<file path="src/rtl/root_mul.sv">
// ---------------------------------------------------------------------------
// root_mul
//   Computes result = a * floor(root(b)) for an unsigned multiplicand a and an
//   unsigned radicand b. The root is a square root (mode_i = 1) or a cube root
//   (mode_i = 0). The root is found bit-serially, MSB first, by restoring trial
//   (one root bit per ROOT cycle). It is then multiplied by a using shift-add,
//   consuming one root bit per MUL cycle.
//
//   Sequence: IDLE -> LOAD (1 cycle) -> ROOT (R cycles) -> MUL (RW cycles)
//             -> IDLE.
//   RW = ceil(W/2). R = RW for square root, R = ceil(W/3) for cube root.
//
// Ports
//   clk     : clock, rising edge
//   rst     : asynchronous active-high reset
//   start   : request; accepted only in IDLE (busy low)
//   mode_i  : 1 = square root, 0 = cube root (latched at acceptance)
//   a_i     : multiplicand, W bits (latched at acceptance)
//   b_i     : radicand, W bits (latched at acceptance)
//   busy    : high while an operation is in progress
//   done    : one-cycle pulse when result updates
//   result  : a * floor(root(b)), W+RW bits, held between completions
//
// Configuration macro
//   ROOT_MUL_ZERO_SKIP_EN : when defined, the MUL phase is skipped if the
//   latched a or the computed root is zero. result becomes 0 and done still
//   pulses.
// ---------------------------------------------------------------------------
module root_mul #(
    parameter int unsigned W = 8
) (
    input  logic                       clk,
    input  logic                       rst,
    input  logic                       start,
    input  logic                       mode_i,
    input  logic [W-1:0]               a_i,
    input  logic [W-1:0]               b_i,
    output logic                       busy,
    output logic                       done,
    output logic [W+(W+1)/2-1:0]       result
);

    localparam int unsigned RW  = (W + 1) / 2;   // root width / square-root cycles
    localparam int unsigned R3  = (W + 2) / 3;   // cube-root cycles
    localparam int unsigned PW  = W + RW;        // product width
    localparam int unsigned TW  = 3 * RW;        // width holding trial^3 exactly
    localparam int unsigned CW  = $clog2(RW + 1);

    typedef enum logic [1:0] {
        IDLE,
        LOAD,
        ROOT,
        MUL
    } state_t;

    state_t          state_q;
    state_t          state_d;

    logic [W-1:0]    a_q;
    logic [W-1:0]    b_q;
    logic            mode_q;
    logic [RW-1:0]   root_q;
    logic [PW-1:0]   mcand_q;
    logic [PW-1:0]   acc_q;
    logic [CW-1:0]   cnt_q;

    logic [RW-1:0]   trial;
    logic [TW-1:0]   trial_ext;
    logic [TW-1:0]   trial_sq;
    logic [TW-1:0]   trial_cb;
    logic [TW-1:0]   trial_pow;
    logic [RW-1:0]   root_nxt;
    logic [PW-1:0]   acc_nxt;
    logic            cnt_zero;
    logic            skip;

    assign busy     = (state_q != IDLE);
    assign cnt_zero = (cnt_q == '0);

    // Restoring trial: tentatively set the current root bit. Keep it only
    // if trial^k still fits under the radicand. Otherwise the previous root
    // is kept (restored).
    always_comb begin
        trial     = root_q | (RW'(1) << cnt_q);
        trial_ext = TW'(trial);
        trial_sq  = trial_ext * trial_ext;
        trial_cb  = trial_sq * trial_ext;
        trial_pow = mode_q ? trial_sq : trial_cb;
        root_nxt  = (trial_pow <= TW'(b_q)) ? trial : root_q;
    end

    // Shift-add step: root_q is consumed LSB first while the multiplicand
    // shifts left.
    always_comb begin
        acc_nxt = acc_q;
        if (root_q[0]) begin
            acc_nxt = acc_q + mcand_q;
        end
    end

`ifdef ROOT_MUL_ZERO_SKIP_EN
    always_comb begin
        skip = (state_q == ROOT) && cnt_zero &&
               ((a_q == '0) || (root_nxt == '0));
    end
`else
    assign skip = 1'b0;
`endif

    // Next-state logic
    always_comb begin
        state_d = state_q;
        case (state_q)
            IDLE: begin
                if (start) begin
                    state_d = LOAD;
                end
            end
            LOAD: begin
                state_d = ROOT;
            end
            ROOT: begin
                if (cnt_zero) begin
                    state_d = skip ? IDLE : MUL;
                end
            end
            MUL: begin
                if (cnt_zero) begin
                    state_d = IDLE;
                end
            end
            default: begin
                state_d = IDLE;
            end
        endcase
    end

    // State register
    always_ff @(posedge clk or posedge rst) begin
        if (rst) begin
            state_q <= IDLE;
        end else begin
            state_q <= state_d;
        end
    end

    // Datapath registers
    always_ff @(posedge clk or posedge rst) begin
        if (rst) begin
            a_q     <= '0;
            b_q     <= '0;
            mode_q  <= 1'b0;
            root_q  <= '0;
            mcand_q <= '0;
            acc_q   <= '0;
            cnt_q   <= '0;
            result  <= '0;
            done    <= 1'b0;
        end else begin
            done <= 1'b0;
            case (state_q)
                IDLE: begin
                    if (start) begin
                        a_q    <= a_i;
                        b_q    <= b_i;
                        mode_q <= mode_i;
                    end
                end
                LOAD: begin
                    root_q  <= '0;
                    acc_q   <= '0;
                    mcand_q <= PW'(a_q);
                    cnt_q   <= mode_q ? CW'(RW - 1) : CW'(R3 - 1);
                end
                ROOT: begin
                    root_q <= root_nxt;
                    if (cnt_zero) begin
                        cnt_q <= CW'(RW - 1);
                        if (skip) begin
                            result <= '0;
                            done   <= 1'b1;
                        end
                    end else begin
                        cnt_q <= cnt_q - 1'b1;
                    end
                end
                MUL: begin
                    acc_q   <= acc_nxt;
                    mcand_q <= mcand_q << 1;
                    root_q  <= root_q >> 1;
                    if (cnt_zero) begin
                        result <= acc_nxt;
                        done   <= 1'b1;
                    end else begin
                        cnt_q <= cnt_q - 1'b1;
                    end
                end
                default: begin
                    root_q <= '0;
                end
            endcase
        end
    end

endmodule

</file>
<file path="config.mk">
export PLATFORM = sky130hd
export DESIGN_NAME = root_mul
export DESIGN_NICKNAME = d
export VERILOG_FILES = /design/src/rtl/root_mul.sv
export SDC_FILE = /design/constraint.sdc
export NUM_CORES = 1
export LEC_CHECK = 0
export ABC_AREA = 0
export BUFFER_PORTS_ARGS = -buffer_cell sky130_fd_sc_hd__clkbuf_2
export CORE_AREA = 2 2 90 92
export DETAILED_ROUTE_END_ITERATION = 6
export DIE_AREA = 0 0 92 94
export PLACE_DENSITY = 0.78
export SYNTH_ARGS = -nofsm -noshare
export SYNTH_HDL_FRONTEND = slang
export SYNTH_SLANG_ARGS = --single-unit
export TNS_END_PERCENT = 20
</file>
<file path="constraint.sdc">
create_clock -name clk -period 7.4 [get_ports clk]
set_input_delay 0.74 -clock clk [delete_from_list [all_inputs] [get_ports clk]]
set_output_delay 0.74 -clock clk [all_outputs]
set_load 0.1 [all_outputs]
</file>
==> flow_summary.yaml, run 1 <==
status:
  run_status: "finished, final reports clean"
die:
  die_y_um: 94
  io_pins: 34
  start_util_pct: 59.14
  rows: 32
  core_area_mm2: 0.007607
  die_w_um: 92
  die_area_mm2: 0.008648
drt:
  routedWlPerCell_um: 15.30
  drtIter0Drc: 192
  dr.pass1.iters: 5
  drc: 0
  vias: 3606
  postRouteWirelength_um: 9562
  post_drt_via_cell_ratio: 5.770
  drtAntennaViolNets: 0
sta:
  final-setup-viol-count: 0
  slew_violations: 0
  max_clock_freq_mhz: 152.6
  finalSetupTns_ps: 0
  rsz0062_at_grt: "false"
  hold_ws_ps: 477.6
  maxSlewHeadroom_pct: 47.09
  fin_crit_ps: 6553
  skew_ps: 8.715
  hold_viol: 0
  fin_crit_sh_pct: 88.55
  tightestPinTransition_ps: 793.6
setup_path:
  crit_top_cell: "inv_1"
  r2r_cells: 25
  timing.critical_path.slowest_stage_cell: "dfrtp_1"
  cp-end-kind: "flip-flop"
  rrSetupSlack_ps: 850
  start_kind: "flip-flop"
  worst-setup-path-type: "flip-flop to flip-flop"
  path_max_fanout: 15
  r2r-start: "root_q[0]$_DFFE_PP0P_"
  cpPeakStageDelay_ps: 690
  cp_data_arrival_time_ps: 6800
  critical_path_required_ps: 7650
  cpLargestDelayFamily: "adder cells"
  r2r_end: "root_q[0]$_DFFE_PP0P_"
  path_buf_inv: 4
layout:
  fill_cells: 652
  antenna_cells: 0
  area_delta_synth_final_pct: 10.21
  fin_nets: 597
  drive_gt1_share_pct: 16.25
logic_synthesis:
  yosys-mux-area-fraction_pct: 8.315
  synthFlopType: "dfrtp_1"
  synth_top_family_by_area: "adder cells"
  yosys.cell_types.count: 53
  synth_fa_ha_area_share_pct: 17.96
  synth_edf_count: 0
  yosys_warnings: 0
  syn_area_mm2: 0.004499
  ys_ff_latch: 63
  syn_area_per_cell_um2: 9.201
  seq_area_frac_synth_pct: 35.04
  async_flop_share_pct: 100.0
  synthSimpleGateAreaFrac_pct: 14.27
  synth_cells: 489
  synth_xor_area_share_pct: 2.531
  synth_compound_area_share_pct: 17.13
global_routing:
  grt_use_total_pct: 23.90
  grt_pass1_vias: 3620
  grt_max_degree: 64
  grt-ovfl-total: 0
  antenna_found_initial: 0
  grt_pass1_wl_um: 16550
hold_path:
  whs_endpoint: "result[6]$_DFFE_PP0P_"
  hold_path_depth: 2
  hold_start: "result[6]$_DFFE_PP0P_"
  hold_class: "flip-flop to flip-flop"
cts:
  clock_path_buffers: 2
  cts_buffers: 9
  cts_resized: 0
  cts_tree: "done"
  cts.clk_slew.worst_paths_ps: 70
  cts_root_buffer: "clkbuf_8"
  cts_setup_buffers: 0
  cts.sinks: 63
  cts_hold_buf: 0
  htreeDepth: 3
  clk_latency_ps: 340
job:
  drv_cap: 0
place:
  hpwl_um: 7205
  place.gp.congestion: 0.9216
  io_buffer_count: 33
## cell usage in the layout, fill, tap and decap left out, types with 9 or more instances in the layout
cell and instances:
nor2b_1 9, nand2_1 55, a21oi_1 33, mux2i_1 16
nor2_1 41, inv_1 38, clkbuf_8 10, clkbuf_2 33
mux2_2 19, ha_1 47, dfrtp_1 63, fa_1 11
xnor2_1 9, o21ai_0 38
## cell usage after synthesis (all sizes together) (2+ instances only)
| cell type | number | area (um2) |
|---|---|---|
| a32o | 2 | 20.02 |
| or2 | 4 | 25.02 |
| o31ai | 2 | 15.01 |
| nand4b | 2 | 17.52 |
| nor2b | 9 | 56.30 |
| o21a | 2 | 15.01 |
| a211oi | 5 | 37.54 |
| dfrtp | 63 | 1577 |
| a21boi | 3 | 22.52 |
| mux2 | 19 | 214.0 |
| a21oi | 37 | 200.2 |
| a21o | 7 | 52.55 |
| mux2i | 16 | 160.2 |
| a31o | 2 | 17.52 |
| clkbuf | 16 | 60.06 |
| nand4 | 3 | 18.77 |
| nand3 | 4 | 20.02 |
| a2bb2oi | 3 | 26.28 |
| nor3 | 8 | 40.04 |
| xor2 | 4 | 35.03 |
| nor2 | 43 | 166.4 |
| o21ai | 42 | 210.2 |
| o22ai | 4 | 25.02 |
| nor3b | 3 | 27.52 |
| xnor2 | 9 | 78.83 |
| a22o | 2 | 17.52 |
| o221ai | 2 | 17.52 |
| and2 | 2 | 12.51 |
| inv | 39 | 146.4 |
| and3 | 3 | 18.77 |
| fa | 11 | 220.2 |
| nand2 | 55 | 206.5 |
| o211ai | 3 | 27.52 |
| ha | 47 | 588.1 |
## metal layers
metal	part of all wire (%)	GRT usage, %
met4	0.81	5.846
met5	0	0
met3	3.9	4.414
met2	52	43.20
met1	43	29.64
## worst max path at each step
stage / from / end / slack, ps / depth (start not counted)
2_1_floorplan: cnt_q[0]$_DFFE_PP0P_ / root_q[0]$_DFFE_PP0P_ / 1760 / 25
3_3_place_gp: root_q[0]$_DFFE_PP0P_ / root_q[0]$_DFFE_PP0P_ / 1230 / 25
3_5_place_dp: root_q[0]$_DFFE_PP0P_ / root_q[0]$_DFFE_PP0P_ / 990 / 25
4_1_cts: root_q[0]$_DFFE_PP0P_ / root_q[0]$_DFFE_PP0P_ / 960 / 25
5_1_grt: root_q[0]$_DFFE_PP0P_ / root_q[0]$_DFFE_PP0P_ / 280 / 25
6_report: root_q[0]$_DFFE_PP0P_ / root_q[0]$_DFFE_PP0P_ / 850 / 25
## tightest hold or removal path: stages, from the launching register on
cell	delay, ps
dfrtp_1	340
nand2_1	40
o21ai_0	60
## registers in the layout (all words and copies together) (netlist names)
| register | cells |
|---|---|
| acc_q | 12 |
| mcand_q | 12 |
| result | 12 |
| a_q | 8 |
| b_q | 8 |
| root_q | 4 |
| cnt_q | 3 |
| state_q | 2 |
| done | 1 |
| mode_q | 1 |
## cell families (layout without fill, tap and decap cells)
logic type      after synthesis  in the layout
simple gates                140            140
buf+inv                      56             89
flops                        63             63
fa+ha+maj                    58             58
other cells                   1              2
compound gates              123            123
mux                          35             35
xor+xnor                     13             13
## stage by stage
| stage | utilization, % | std cells | instance area [um2] | setup slack, ps |
|---|---|---|---|---|
| 6_report | 65.18 | 625 | 4959 | 847.2 |
| 5_1_grt | 65.18 | 625 | 4959 | 280.4 |
| 4_1_cts | 65.18 | 625 | 4959 | 958.9 |
| 3_5_place_dp | 62.40 | 610 | 4747 | 989.9 |
| 3_3_place_gp | 62.40 | 610 | 4747 | 1226 |
| 2_1_floorplan | - | 490 | 4503 | 1760 |
## area by class of cell
cell class                 count  area [um2]  share of cell area [%]
multi-input combinational    371        2716                   54.78
clock buffer                  11       141.4                   2.851
tap                          102       127.6                   2.574
inverter                      39       146.4                   2.952
timing repair buffer          35       180.2                   3.634
sequential                    63        1577                   31.79
clock inverter                 4       70.07                   1.413
Power of run 1 is left out: the tool's default activity adds up to more than one toggle a clock period on the data nets, which glitch-free logic cannot reach.
==> run 2, diff against run 1 <==
==> config.mk (replaced) <==
export PLATFORM = sky130hd
export DESIGN_NAME = root_mul
export DESIGN_NICKNAME = d
export VERILOG_FILES = /design/src/rtl/root_mul.sv
export SDC_FILE = /design/constraint.sdc
export NUM_CORES = 1
export LEC_CHECK = 0
export ABC_AREA = 1
export BUFFER_PORTS_ARGS = -buffer_cell sky130_fd_sc_hd__clkbuf_2
export CORE_AREA = 2 2 91 93
export DETAILED_ROUTE_END_ITERATION = 6
export DIE_AREA = 0 0 93 95
export PLACE_DENSITY = 0.77
export SYNTH_ARGS = -nofsm -noshare
export SYNTH_HDL_FRONTEND = slang
export SYNTH_SLANG_ARGS = --single-unit
export TNS_END_PERCENT = 20
==> flow_summary.yaml, run 2 <==
setup_path:
  critical_path_required_ps: 7680
  cp_data_arrival_time_ps: 5910
  crit_top_cell: "nand2_1"
  path_max_fanout: 21
  cp-startpoint: "root_q[0]$_DFFE_PP0P_"
  cpPeakStageDelay_ps: 730
  r2r-start: "root_q[0]$_DFFE_PP0P_"
  timing.critical_path.slowest_stage_cell: "dfrtp_1"
  cp-end-kind: "flip-flop"
  start_kind: "flip-flop"
  worst-setup-path-type: "flip-flop to flip-flop"
place:
  io_buffer_count: 33
  place.gp.congestion: 0.9441
  hpwl_um: 7865
drt:
  post_drt_via_cell_ratio: 5.306
  drc: 0
  drtIter0Drc: 229
  routedWlPerCell_um: 14.04
  vias: 3921
  drtAntennaViolNets: 0
  postRouteWirelength_um: 10370
  dr.pass1.iters: 5
hold_path:
  hold_class: "flip-flop to flip-flop"
  hold_start: "result[1]$_DFFE_PP0P_"
die:
  die_y_um: 95
  die_w_um: 93
  io_pins: 34
  core_area_mm2: 0.007928
  start_util_pct: 57.39
  rows: 33
  die_area_mm2: 0.008835
cts:
  cts_resized: 0
  htreeDepth: 3
  cts_root_buffer: "clkbuf_8"
  cts_setup_buffers: 0
  cts.clk_slew.worst_paths_ps: 70
  clk_latency_ps: 350
  cts_tree: "done"
  cts_buffers: 9
  cts.sinks: 63
  clock_path_buffers: 2
  cts_hold_buf: 0
sta:
  max_clock_freq_mhz: 177.7
  fin_crit_ps: 5628
  hold_viol: 0
  slew_violations: 0
  hold_ws_ps: 477.7
  maxSlewHeadroom_pct: 36.73
  finalSetupTns_ps: 0
  fin_crit_sh_pct: 76.06
  tightestPinTransition_ps: 946.7
  skew_ps: 11.88
  final-setup-viol-count: 0
  rsz0062_at_grt: "false"
logic_synthesis:
  synth.most_common_cell: "nand2_1"
  yosys-top-cells-count: "nand2_1 (153), inv_1 (83), dfrtp_1 (63)"
  synth_edf_count: 0
  ys_ff_latch: 63
  yosys.cell_types.count: 37
  synthFlopType: "dfrtp_1"
  syn_area_per_cell_um2: 7.672
  async_flop_share_pct: 100.0
  synth_cells: 593
  ys_top_cells_by_area: "dfrtp_1 (35%), ha_1 (13%), nand2_1 (13%)"
  yosysTopAreaCellShare_pct: 34.65
  yosys_warnings: 0
  synth.largest_area_cell: "dfrtp_1"
  syn_area_mm2: 0.004549
  seq_area_frac_synth_pct: 34.65
layout:
  fill_cells: 706
  reg_top3: "acc_q: 12 flops, mcand_q: 12 flops, result: 12 flops"
  final_cell_mix: "nand2_1 (153), inv_1 (82), dfrtp_1 (63)"
  area_delta_synth_final_pct: 10.78
  antenna_cells: 0
  fin_nets: 707
  drive_gt1_share_pct: 12.15
  layout_commonest_cell: "nand2_1"
job:
  drv_cap: 0
global_routing:
  grt_pass1_wl_um: 17700
  grt_use_total_pct: 25.55
  antenna_found_initial: 0
  grt_max_degree: 64
  grt-ovfl-total: 0
  grt_pass1_vias: 3932
status:
  run_status: "finished, final reports clean"
## run 2: logic make-up after synthesis
| family | Yosys count | share of synthesized area, % |
|---|---|---|
| AOI/OAI and AO/OA | 90 | 10.75 |
| xor gates and xnor gates | 9 | 1.733 |
| adders and majority gates | 58 | 17.77 |
| buffers and inverters | 99 | 8.361 |
| DFF | 63 | 34.65 |
| muxes | 8 | 1.980 |
| other | 1 | 0.08243 |
| and+or+nand+nor | 265 | 24.67 |
## run 2: routing by layer
| metal | share of wire, % | up-vias | global-route usage (%) |
|---|---|---|---|
| met5 | 0 | - | 0 |
| met3 | 4.1 | 30 | 4.469 |
| met4 | 2.9 | 0 | 10.29 |
| li1 | - | 1988 | - |
| met1 | 44 | 1810 | 31.01 |
| met2 | 49 | 93 | 45.17 |
## run 2: per-stage QoR
step / setup slack (ps) / instances / area, um2 / util [%]
final: 1772 / 739 / 5040 / 63.57
after global routing: 1214 / 739 / 5040 / 63.57
after CTS: 1770 / 739 / 5040 / 63.57
after detailed placement: 1791 / 723 / 4818 / 60.78
after global placement: 1955 / 723 / 4818 / 60.78
after floorplan: 2419 / 594 / 4553 / -
## run 2: final timing paths
check / endpoint / slack (ps) / cells after the start
setup / recovery: root_q[0]$_DFFE_PP0P_ / 1770 / 29
hold / removal: result[1]$_DFFE_PP0P_ / 480 / 2
setup reg to reg: root_q[0]$_DFFE_PP0P_ / 1770 / 29
hold reg to reg: result[1]$_DFFE_PP0P_ / 480 / 2
max in group asynchronous: result[7]$_DFFE_PP0P_ / 6290 / 3
min in group asynchronous: b_q[3]$_DFFE_PP0P_ / 590 / 3
## run 2: layout make-up
type	instances	area (um2)	share of cell area [%]
Sequential cell	63	1577	31.28
Inverter	87	326.6	6.480
Multi-Input combinational cell	432	2596	51.51
Clock buffer	10	127.6	2.532
Timing Repair Buffer	36	187.7	3.724
Clock inverter	6	93.84	1.862
Tap cell	105	131.4	2.607
## run 2: critical path: cells and delay by family, from the launching register on
kind | cells | cell delay [ps]
AOI/OAI and AO/OA | 3 | 430
and+or+nand+nor | 17 | 2070
buffers and inverters | 3 | 320
xor gates and xnor gates | 1 | 60
adders and majority gates | 5 | 1930
DFF | 1 | 730
Power of run 2 is left out for the same reason.
